## src/rtl/div_pkg.sv

```systemverilog
// Shared encodings and constants for the iterative divide/remainder unit.
package div_pkg;
  localparam logic [1:0] DIV_OP_DIV  = 2'b00;
  localparam logic [1:0] DIV_OP_DIVU = 2'b01;
  localparam logic [1:0] DIV_OP_REM  = 2'b10;
  localparam logic [1:0] DIV_OP_REMU = 2'b11;

  localparam logic [31:0] DIV_ZERO_Q = 32'hFFFFFFFF;
  localparam int          CNT_W      = 5;

  typedef enum logic [1:0] {ST_IDLE, ST_CALC, ST_FIX, ST_DONE} div_state_e;

  // Magnitude of a two's-complement value when the op is signed, else pass-through.
  function automatic logic [31:0] abs32(input logic [31:0] v, input logic sgn);
    return (sgn && v[31]) ? -v : v;
  endfunction
endpackage

```

## src/rtl/div_step.sv

```systemverilog
// One restoring-division step: 33-bit trial subtract of the divisor from the shifted remainder.
module div_step #(
  parameter int WIDTH = 32
) (
  input  logic [WIDTH:0]   shifted,
  input  logic [WIDTH-1:0] divisor,
  output logic [WIDTH:0]   rem_next,
  output logic             qbit
);
  logic [WIDTH:0] trial;

  assign trial    = shifted - {1'b0, divisor};
  assign qbit     = ~trial[WIDTH];
  assign rem_next = qbit ? trial : shifted;
endmodule

```

## src/rtl/iter_div_unit.sv

```systemverilog
// RV32 multi-cycle divide/remainder: one quotient bit per clock, sign fix-up in a final FIX cycle.
module iter_div_unit
  import div_pkg::*;
#(
  parameter int WIDTH = 32
) (
  input  logic             clk,
  input  logic             rst,
  input  logic             start,
  input  logic [1:0]       op,
  input  logic [WIDTH-1:0] A,
  input  logic [WIDTH-1:0] B,
  output logic             busy,
  output logic             done,
  output logic [WIDTH-1:0] Y,
  output logic             Z,
  output logic             DZ
);
  div_state_e       state_q, state_d;
  logic [CNT_W-1:0] cnt;
  logic [1:0]       opr;
  logic [WIDTH-1:0] dividend, divisor, quo, base, fix_y;
  logic [WIDTH:0]   rem, rem_next;
  logic             qbit, qneg, rneg, dz_q, neg;
  logic             accept, sgn_op;

  assign accept = start && (state_q == ST_IDLE || state_q == ST_DONE);
  assign sgn_op = ~op[0];

  div_step #(.WIDTH(WIDTH)) u_step (
    .shifted  ({rem[WIDTH-1:0], dividend[cnt]}),
    .divisor  (divisor),
    .rem_next (rem_next),
    .qbit     (qbit)
  );

  always_ff @(posedge clk or posedge rst) begin
    if (rst) state_q <= ST_IDLE;
    else     state_q <= state_d;
  end

  always_comb begin
    state_d = state_q;
    case (state_q)
      ST_IDLE, ST_DONE: begin
        if (accept)                 state_d = (B == '0) ? ST_FIX : ST_CALC;
        else if (state_q == ST_DONE) state_d = ST_IDLE;
      end
      ST_CALC: if (cnt == '0) state_d = ST_FIX;
      ST_FIX:  state_d = ST_DONE;
      default: state_d = ST_IDLE;
    endcase
  end

  always_comb begin
    busy = (state_q == ST_CALC) || (state_q == ST_FIX);
    done = (state_q == ST_DONE);
  end

  // Divide-by-zero remainder reuses |A| with the A sign, which reconstructs A exactly.
  always_comb begin
    base  = opr[1] ? (dz_q ? dividend : rem[WIDTH-1:0]) : quo;
    neg   = ~opr[0] & (opr[1] ? rneg : qneg);
    fix_y = neg ? -base : base;
    if (dz_q && !opr[1]) fix_y = DIV_ZERO_Q;
  end

  always_ff @(posedge clk or posedge rst) begin
    if (rst) begin
      cnt      <= '0;
      opr      <= '0;
      dividend <= '0;
      divisor  <= '0;
      quo      <= '0;
      rem      <= '0;
      qneg     <= 1'b0;
      rneg     <= 1'b0;
      dz_q     <= 1'b0;
      Y        <= '0;
      Z        <= 1'b0;
      DZ       <= 1'b0;
    end else if (accept) begin
      opr      <= op;
      dividend <= abs32(A, sgn_op);
      divisor  <= abs32(B, sgn_op);
      qneg     <= sgn_op & (A[WIDTH-1] ^ B[WIDTH-1]);
      rneg     <= sgn_op & A[WIDTH-1];
      dz_q     <= (B == '0);
      rem      <= '0;
      quo      <= '0;
      cnt      <= CNT_W'(WIDTH - 1);
    end else if (state_q == ST_CALC) begin
      rem <= rem_next;
      quo <= {quo[WIDTH-2:0], qbit};
      cnt <= cnt - 1'b1;
    end else if (state_q == ST_FIX) begin
      Y  <= fix_y;
      Z  <= (fix_y == '0);
      DZ <= dz_q;
    end
  end
endmodule

```

## config.mk

```make
export PLATFORM = sky130hd
export DESIGN_NAME = iter_div_unit
export DESIGN_NICKNAME = d
export VERILOG_FILES = /design/src/rtl/div_pkg.sv /design/src/rtl/div_step.sv /design/src/rtl/iter_div_unit.sv
export SDC_FILE = /design/constraint.sdc
export NUM_CORES = 1
export LEC_CHECK = 0
export BUFFER_PORTS_ARGS = -buffer_cell sky130_fd_sc_hd__buf_2
export CORE_UTILIZATION = 30
export DETAILED_ROUTE_END_ITERATION = 7
export PLACE_DENSITY_LB_ADDON = 0.25
export SETUP_SLACK_MARGIN = 0.1
export SLEW_MARGIN = 20
export SYNTH_ARGS = -nofsm -noshare
export SYNTH_HDL_FRONTEND = slang
export SYNTH_SLANG_ARGS = --single-unit
```

## constraint.sdc

```tcl
create_clock -name clk -period 5.3 [get_ports clk]
set_input_delay 0.265 -clock clk [delete_from_list [all_inputs] [get_ports clk]]
set_output_delay 0.265 -clock clk [all_outputs]
set_load 0.01 [all_outputs]
```

==> results_dict.tcl, run 1 <==
set metrics [dict create \
    status "finished, violations left" \
    violations "negative hold slack" \
    synthArstFlopShare 1.00 \
    die_w_um 201 \
    min_path_type "in2async" \
    worstSetupEndpointType "flop" \
    crit_path_max_fanout 11 \
    cts_made_buffers 17 \
    synth_edf_count 0 \
    final_nets 1513 \
    drc 0 \
    slowest_stage "dfrtp_1" \
    cts_tree "built" \
    rsz0062_at_grt "no" \
    grt_usage 0.165 \
    powerDensity_nw_per_um2 682 \
    avgSynthCellArea_um2 8.86 \
    dieArea_um2 40400 \
    path_cells "mux4_2, mux4_2, mux2i_1, ha_1, fa_1, nor2b_1, o31ai_1, a2111oi_1, o31ai_1, a211o_1, a211o_1, nand3_2, buf_4, mux2i_1, a21oi_1" \
    grt_pass1_wl_um 53200 \
    synth-seq-cells 174 \
    ys_seq_area_frac 0.366 \
    grt_overflow_total 0 \
    regToRegStartpoint "cnt[0]" \
    antenna_found_initial 1 \
    placed_cell_area_um2 12900 \
    maxCapViolCount 0 \
    cp.required_ns 5.59 \
    drtIter0Drc 651 \
    grt_pass1_vias 9661 \
    fin_crit_ns 4.85 \
    ys.flop_type "dfrtp_1" \
    setup_tns_ns 0 \
    wl_um 32700 \
    layout-drive-gt1-share 0.145 \
    drtPass1Iterations 5 \
    cts_sinks 174 \
    synthCells 1342 \
    finalMaxSlewViolations 0 \
    netlist_area_um2 11900 \
    cts-hold-fix-buffers 0 \
    grt_max_degree 111 \
    fp.coreArea_um2 38800 \
    dieHeight_um 201 \
    syn_nets 1452 \
    finalCritPeriodShare 0.915 \
    leakagePower_nw 5.95 \
    timing.hold.ws_ns -0.00392 \
    clock_skew_ns 0.0149 \
    worst_slew_pin_slew_ns 1.13 \
    clk_pin_slew_ns 0.07 \
    slowest_delay_ns 0.71 \
    startpoint "cnt[0]" \
    hold_viol 1 \
    setup_viol 0 \
    start_util 0.306 \
    path_class "reg2reg" \
    cts_setup_buffers 0 \
    yosys.cell_types.count 75 \
    fmax_mhz 206 \
    dp_hpwl_um 24500 \
    cts_root_buf "clkbuf_16" \
    slew_headroom 0.248 \
    irDropWorstVdd_mv 0.245 \
    port-buffer-count 104 \
    insertion_delay_ns 0.44 \
    postLayoutCellArea_um2 13500 \
    vias_per_cell 5.11 \
    cts_resized 0 \
    syn2layout_area_growth_pct 13.6 \
    yosys_warnings 0 \
    dr_total_vias 9888 \
    clockBufferDepth 2 \
    ant_nets 0 \
    num_rows 72 \
    wl_per_cell_um 16.9 \
    final_common_cell "dfrtp_1" \
    gp_congestion 0.816 \
    final_cell_mix "dfrtp_1, o21ai_0, nand2_1, nor2_1, buf_2" \
    crit_arrival_ns 5.14 \
    worstSetupStartpointType "flop" \
    cts-htree-levels 4 \
    final_core_util 0.348 \
    io_pins 105 \
]
[metrics by stage]
stage / hold slack [ns] / cells / setup slack (ns) / power (mW)
2_1_floorplan: 0.361 / 1342 / 0.318 / 6.49
3_3_place_gp: 0.461 / 1901 / 0.379 / 7.81
3_5_place_dp: 0.471 / 1901 / 0.309 / 7.87
4_1_cts: 0.0305 / 1933 / 0.254 / 9.25
5_1_grt: 0.0290 / 1935 / 0.117 / 10.0
6_report: -0.00392 / 1935 / 0.449 / 9.21
[final cells by class]
type	count	area, µm²
clock buffers	17	425
fillers	4039	25300
inverters	56	215
diodes	1	2.50
multi-input cells	1034	6990
clock inverters	15	193
flip-flops and latches	174	4360
repair buffers	120	673
well taps	518	648
[cell families (layout without fill, tap and decap cells)]
group / after synthesis / after routing / share of synthesized area
buf+inv: 134 / 208 / 0.0480
compound gates: 357 / 357 / 0.181
other cells: 0 / 1 / 0
flops: 174 / 174 / 0.366
xor+xnor: 113 / 113 / 0.0832
simple gates: 398 / 398 / 0.159
fa+ha+maj: 41 / 41 / 0.0438
mux: 125 / 125 / 0.119
[path summary, 6_finish.rpt]
kind	cells after the start	end	slack, ns
worst max-delay path	15	rem[11]	0.45
worst min-delay path	2	divisor[4]	-0.004
worst max register to register	15	rem[11]	0.45
worst min register to register	2	divisor[12]	0.48
max in group asynchronous	3	dz_q	4.22
min in group clk	3	opr[1]	0.04
[report_power, final]
| part | total, mW | internal (mW) | leakage [nW] | switching (mW) |
|---|---|---|---|---|
| combinational | 5.49 | 2.30 | 3.46 | 3.19 |
| clock | 1.35 | 0.725 | 0.307 | 0.623 |
| sequential | 2.37 | 1.87 | 2.18 | 0.503 |
[worst max-delay path: cells and delay by family (launching register included)]
| kind | cells | cell delay [ns] |
|---|---|---|
| AND/OR/NAND/NOR | 2 | 0.36 |
| flip-flops | 1 | 0.71 |
| AO/OA/AOI/OAI | 6 | 1.77 |
| multiplexers | 4 | 0.94 |
| adder cells (fa/ha/maj) | 2 | 0.64 |
| buffers and inverters | 1 | 0.27 |
[Yosys cell counts, types with 11 or more instances]
cell	n	share of area
nand2b_1	11	0.0058
nor3_1	23	0.0097
nor4_1	14	0.0074
mux2_2	18	0.017
nor2_1	124	0.039
clkbuf_1	56	0.018
o31ai_1	15	0.0095
nand2_1	125	0.039
a21o_1	19	0.012
a21oi_1	97	0.041
inv_1	56	0.018
o21ai_0	133	0.056
o22a_1	14	0.010
and3_1	11	0.0058
dfrtp_1	174	0.37
nand4_1	11	0.0058
nor2b_1	11	0.0058
nand3_1	20	0.0084
or3_1	14	0.0074
ha_1	40	0.042
xnor2_1	63	0.046
xor2_1	50	0.037
mux2i_1	92	0.077
a31oi_1	29	0.015
[registers in the layout, summed over array words and instances (netlist names), 2 cells and up]
| register | count |
|---|---|
| divisor | 32 |
| dividend | 32 |
| opr | 2 |
| Y | 32 |
| cnt | 5 |
| state_q | 2 |
| quo | 32 |
| rem | 32 |
[routing by layer]
layer,track usage,vias to the layer above,part of all wire
met1,0.221,4774,0.47
met5,0,-,0
met4,0.0510,0,0.019
met2,0.273,176,0.48
met3,0.0243,33,0.033
li1,-,4905,-
Power figures use the tool's default switching activity.
==> run 2, diff against run 1 <==
--- a/config.mk
+++ b/config.mk
@@ -6,9 +6,9 @@
 export NUM_CORES = 1
 export LEC_CHECK = 0
 export BUFFER_PORTS_ARGS = -buffer_cell sky130_fd_sc_hd__buf_2
-export CORE_UTILIZATION = 30
+export CORE_UTILIZATION = 35
 export DETAILED_ROUTE_END_ITERATION = 7
-export PLACE_DENSITY_LB_ADDON = 0.25
+export PLACE_DENSITY = 0.57
 export SETUP_SLACK_MARGIN = 0.1
 export SLEW_MARGIN = 20
 export SYNTH_ARGS = -nofsm -noshare
==> results_dict.tcl, run 2 (synthesis results as in run 1) <==
set metrics [dict create \
    status "finished, final reports clean" \
    multiInputGateArea_um2 6990 \
    fp.coreArea_um2 33400 \
    rsz0062_at_grt "no" \
    min_path_type "in2reg" \
    seq_area_um2 4360 \
    wl_per_cell_um 16.8 \
    finalCritPeriodShare 0.907 \
    slew_headroom 0.247 \
    drtIter0Drc 670 \
    cts_root_buf "clkbuf_16" \
    n_antenna_cell 0 \
    io_pins 105 \
    finalMaxSlewViolations 0 \
    cts_tree "built" \
    drtPass1Iterations 5 \
    report.power.total_mw 9.14 \
    dieArea_um2 34700 \
    placedCellCount 1833 \
    setup_tns_ns 0 \
    leakagePower_nw 5.93 \
    place_ws_ns 0.226 \
    fin_crit_ns 4.81 \
    crit_family "compound AO/OA/AOI/OAI gates" \
    clockBufferDepth 2 \
    cts_made_buffers 17 \
    grt_max_degree 99 \
    cp.buffers_inverters 0 \
    path_cells "mux4_2, mux4_2, mux2i_1, ha_1, fa_1, nor2b_1, o31ai_1, a2111oi_1, o31ai_1, a211o_1, a211o_1, nand3_2, mux2_2, mux2i_1, nor2_1" \
    worstSetupEndpointType "flop" \
    setup_viol 0 \
    hold_viol 0 \
    grt_pass1_vias 9618 \
    irDropWorstVdd_mv 0.303 \
    insertion_delay_ns 0.44 \
    slowest_stage "a2111oi_1" \
    clk_pin_slew_ns 0.07 \
    worstSetupStartpointType "flop" \
    final_nets 1515 \
    start_util 0.356 \
    dieHeight_um 186 \
    cts_sinks 174 \
    drc 0 \
    dr_total_vias 9890 \
    clock_skew_ns 0.0114 \
    ant_nets 0 \
    worst_slack_ns 0.494 \
    fmax_mhz 208 \
    layout-drive-gt1-share 0.146 \
    die_w_um 186 \
    syn2layout_area_growth_pct 12.6 \
    crit_path_max_fanout 12 \
    final_core_util 0.400 \
    crit_arrival_ns 5.10 \
    path_class "reg2reg" \
    final_cell_mix "dfrtp_1, o21ai_0, nand2_1, nor2_1, buf_2" \
    startpoint "cnt[0]" \
    slowest_delay_ns 0.65 \
    gp_congestion 0.838 \
    fillers 3369 \
    antenna_found_initial 0 \
    grt_pass1_wl_um 51900 \
    cts_setup_buffers 0 \
    num_rows 67 \
    worst_slew_pin_slew_ns 1.13 \
    final_common_cell "dfrtp_1" \
    worstHoldStart "op[1]" \
    dp_hpwl_um 23400 \
    regToRegStartpoint "cnt[0]" \
    maxCapViolCount 0 \
    vias_per_cell 5.30 \
    grt_overflow_total 0 \
    wl_um 31400 \
    cp.required_ns 5.59 \
    powerDensity_nw_per_um2 683 \
    cts-htree-levels 4 \
    grt_usage 0.185 \
    stdcell_count 1866 \
    port-buffer-count 104 \
]
run 2: changes by cell type in the layout (fill, tap and decap cells not counted), moves of 2 or more:
| cell | before | now |
|---|---|---|
| buf_4 | 14 | 17 |
| clkinvlp_4 | 0 | 4 |
| inv_6 | 5 | 3 |
| inv_8 | 6 | 2 |
run 2: repair_timing:
item                       4_1_cts  5_1_grt
setup endpoints to repair        0       27
hold buffers                     1        0
hold endpoints to repair        56        0
gates resized for setup          0        2
run 2: routing by layer:
metal	up-vias	share of wire	global-route usage
met3	35	0.031	0.0254
met4	0	0.016	0.0518
met2	171	0.48	0.304
li1	4900	-	-
met1	4784	0.48	0.255
met5	-	0	0
run 2: cell type report:
type / count / share of cell area
clock inverter: 14 / 0.0136
tap: 448 / 0.0419
inverter: 56 / 0.0161
multi-input combinational: 1034 / 0.522
clock buffer: 18 / 0.0320
sequential: 174 / 0.325
timing repair buffer: 122 / 0.0491
run 2: through the flow:
step	cell area, µm²	hold WS, ns
floorplan	11900	0.361
global placement	12800	0.444
detailed placement	12800	0.441
CTS	13400	0.0326
global route	13400	0.0458
finish	13400	0.0417
run 2: power breakdown:
part | leakage [nW] | internal (mW) | total, mW | switching, mW
sequential | 2.18 | 1.87 | 2.36 | 0.488
combinational | 3.46 | 2.29 | 5.45 | 3.17
clock | 0.287 | 0.752 | 1.33 | 0.579
run 2: worst min-delay path: stages:
cell and delay, ns:
buf_2 0.09, nand2_1 0.04, o21ai_0 0.05
run 2: worst paths after layout:
kind	end	slack, ns	depth (start not counted)
setup reg to reg	rem[8]	0.49	15
hold / removal	opr[1]	0.04	3
max in group asynchronous	cnt[0]	3.59	4
min in group asynchronous	divisor[4]	0.49	3
setup / recovery	rem[8]	0.49	15
hold reg to reg	divisor[6]	0.48	2
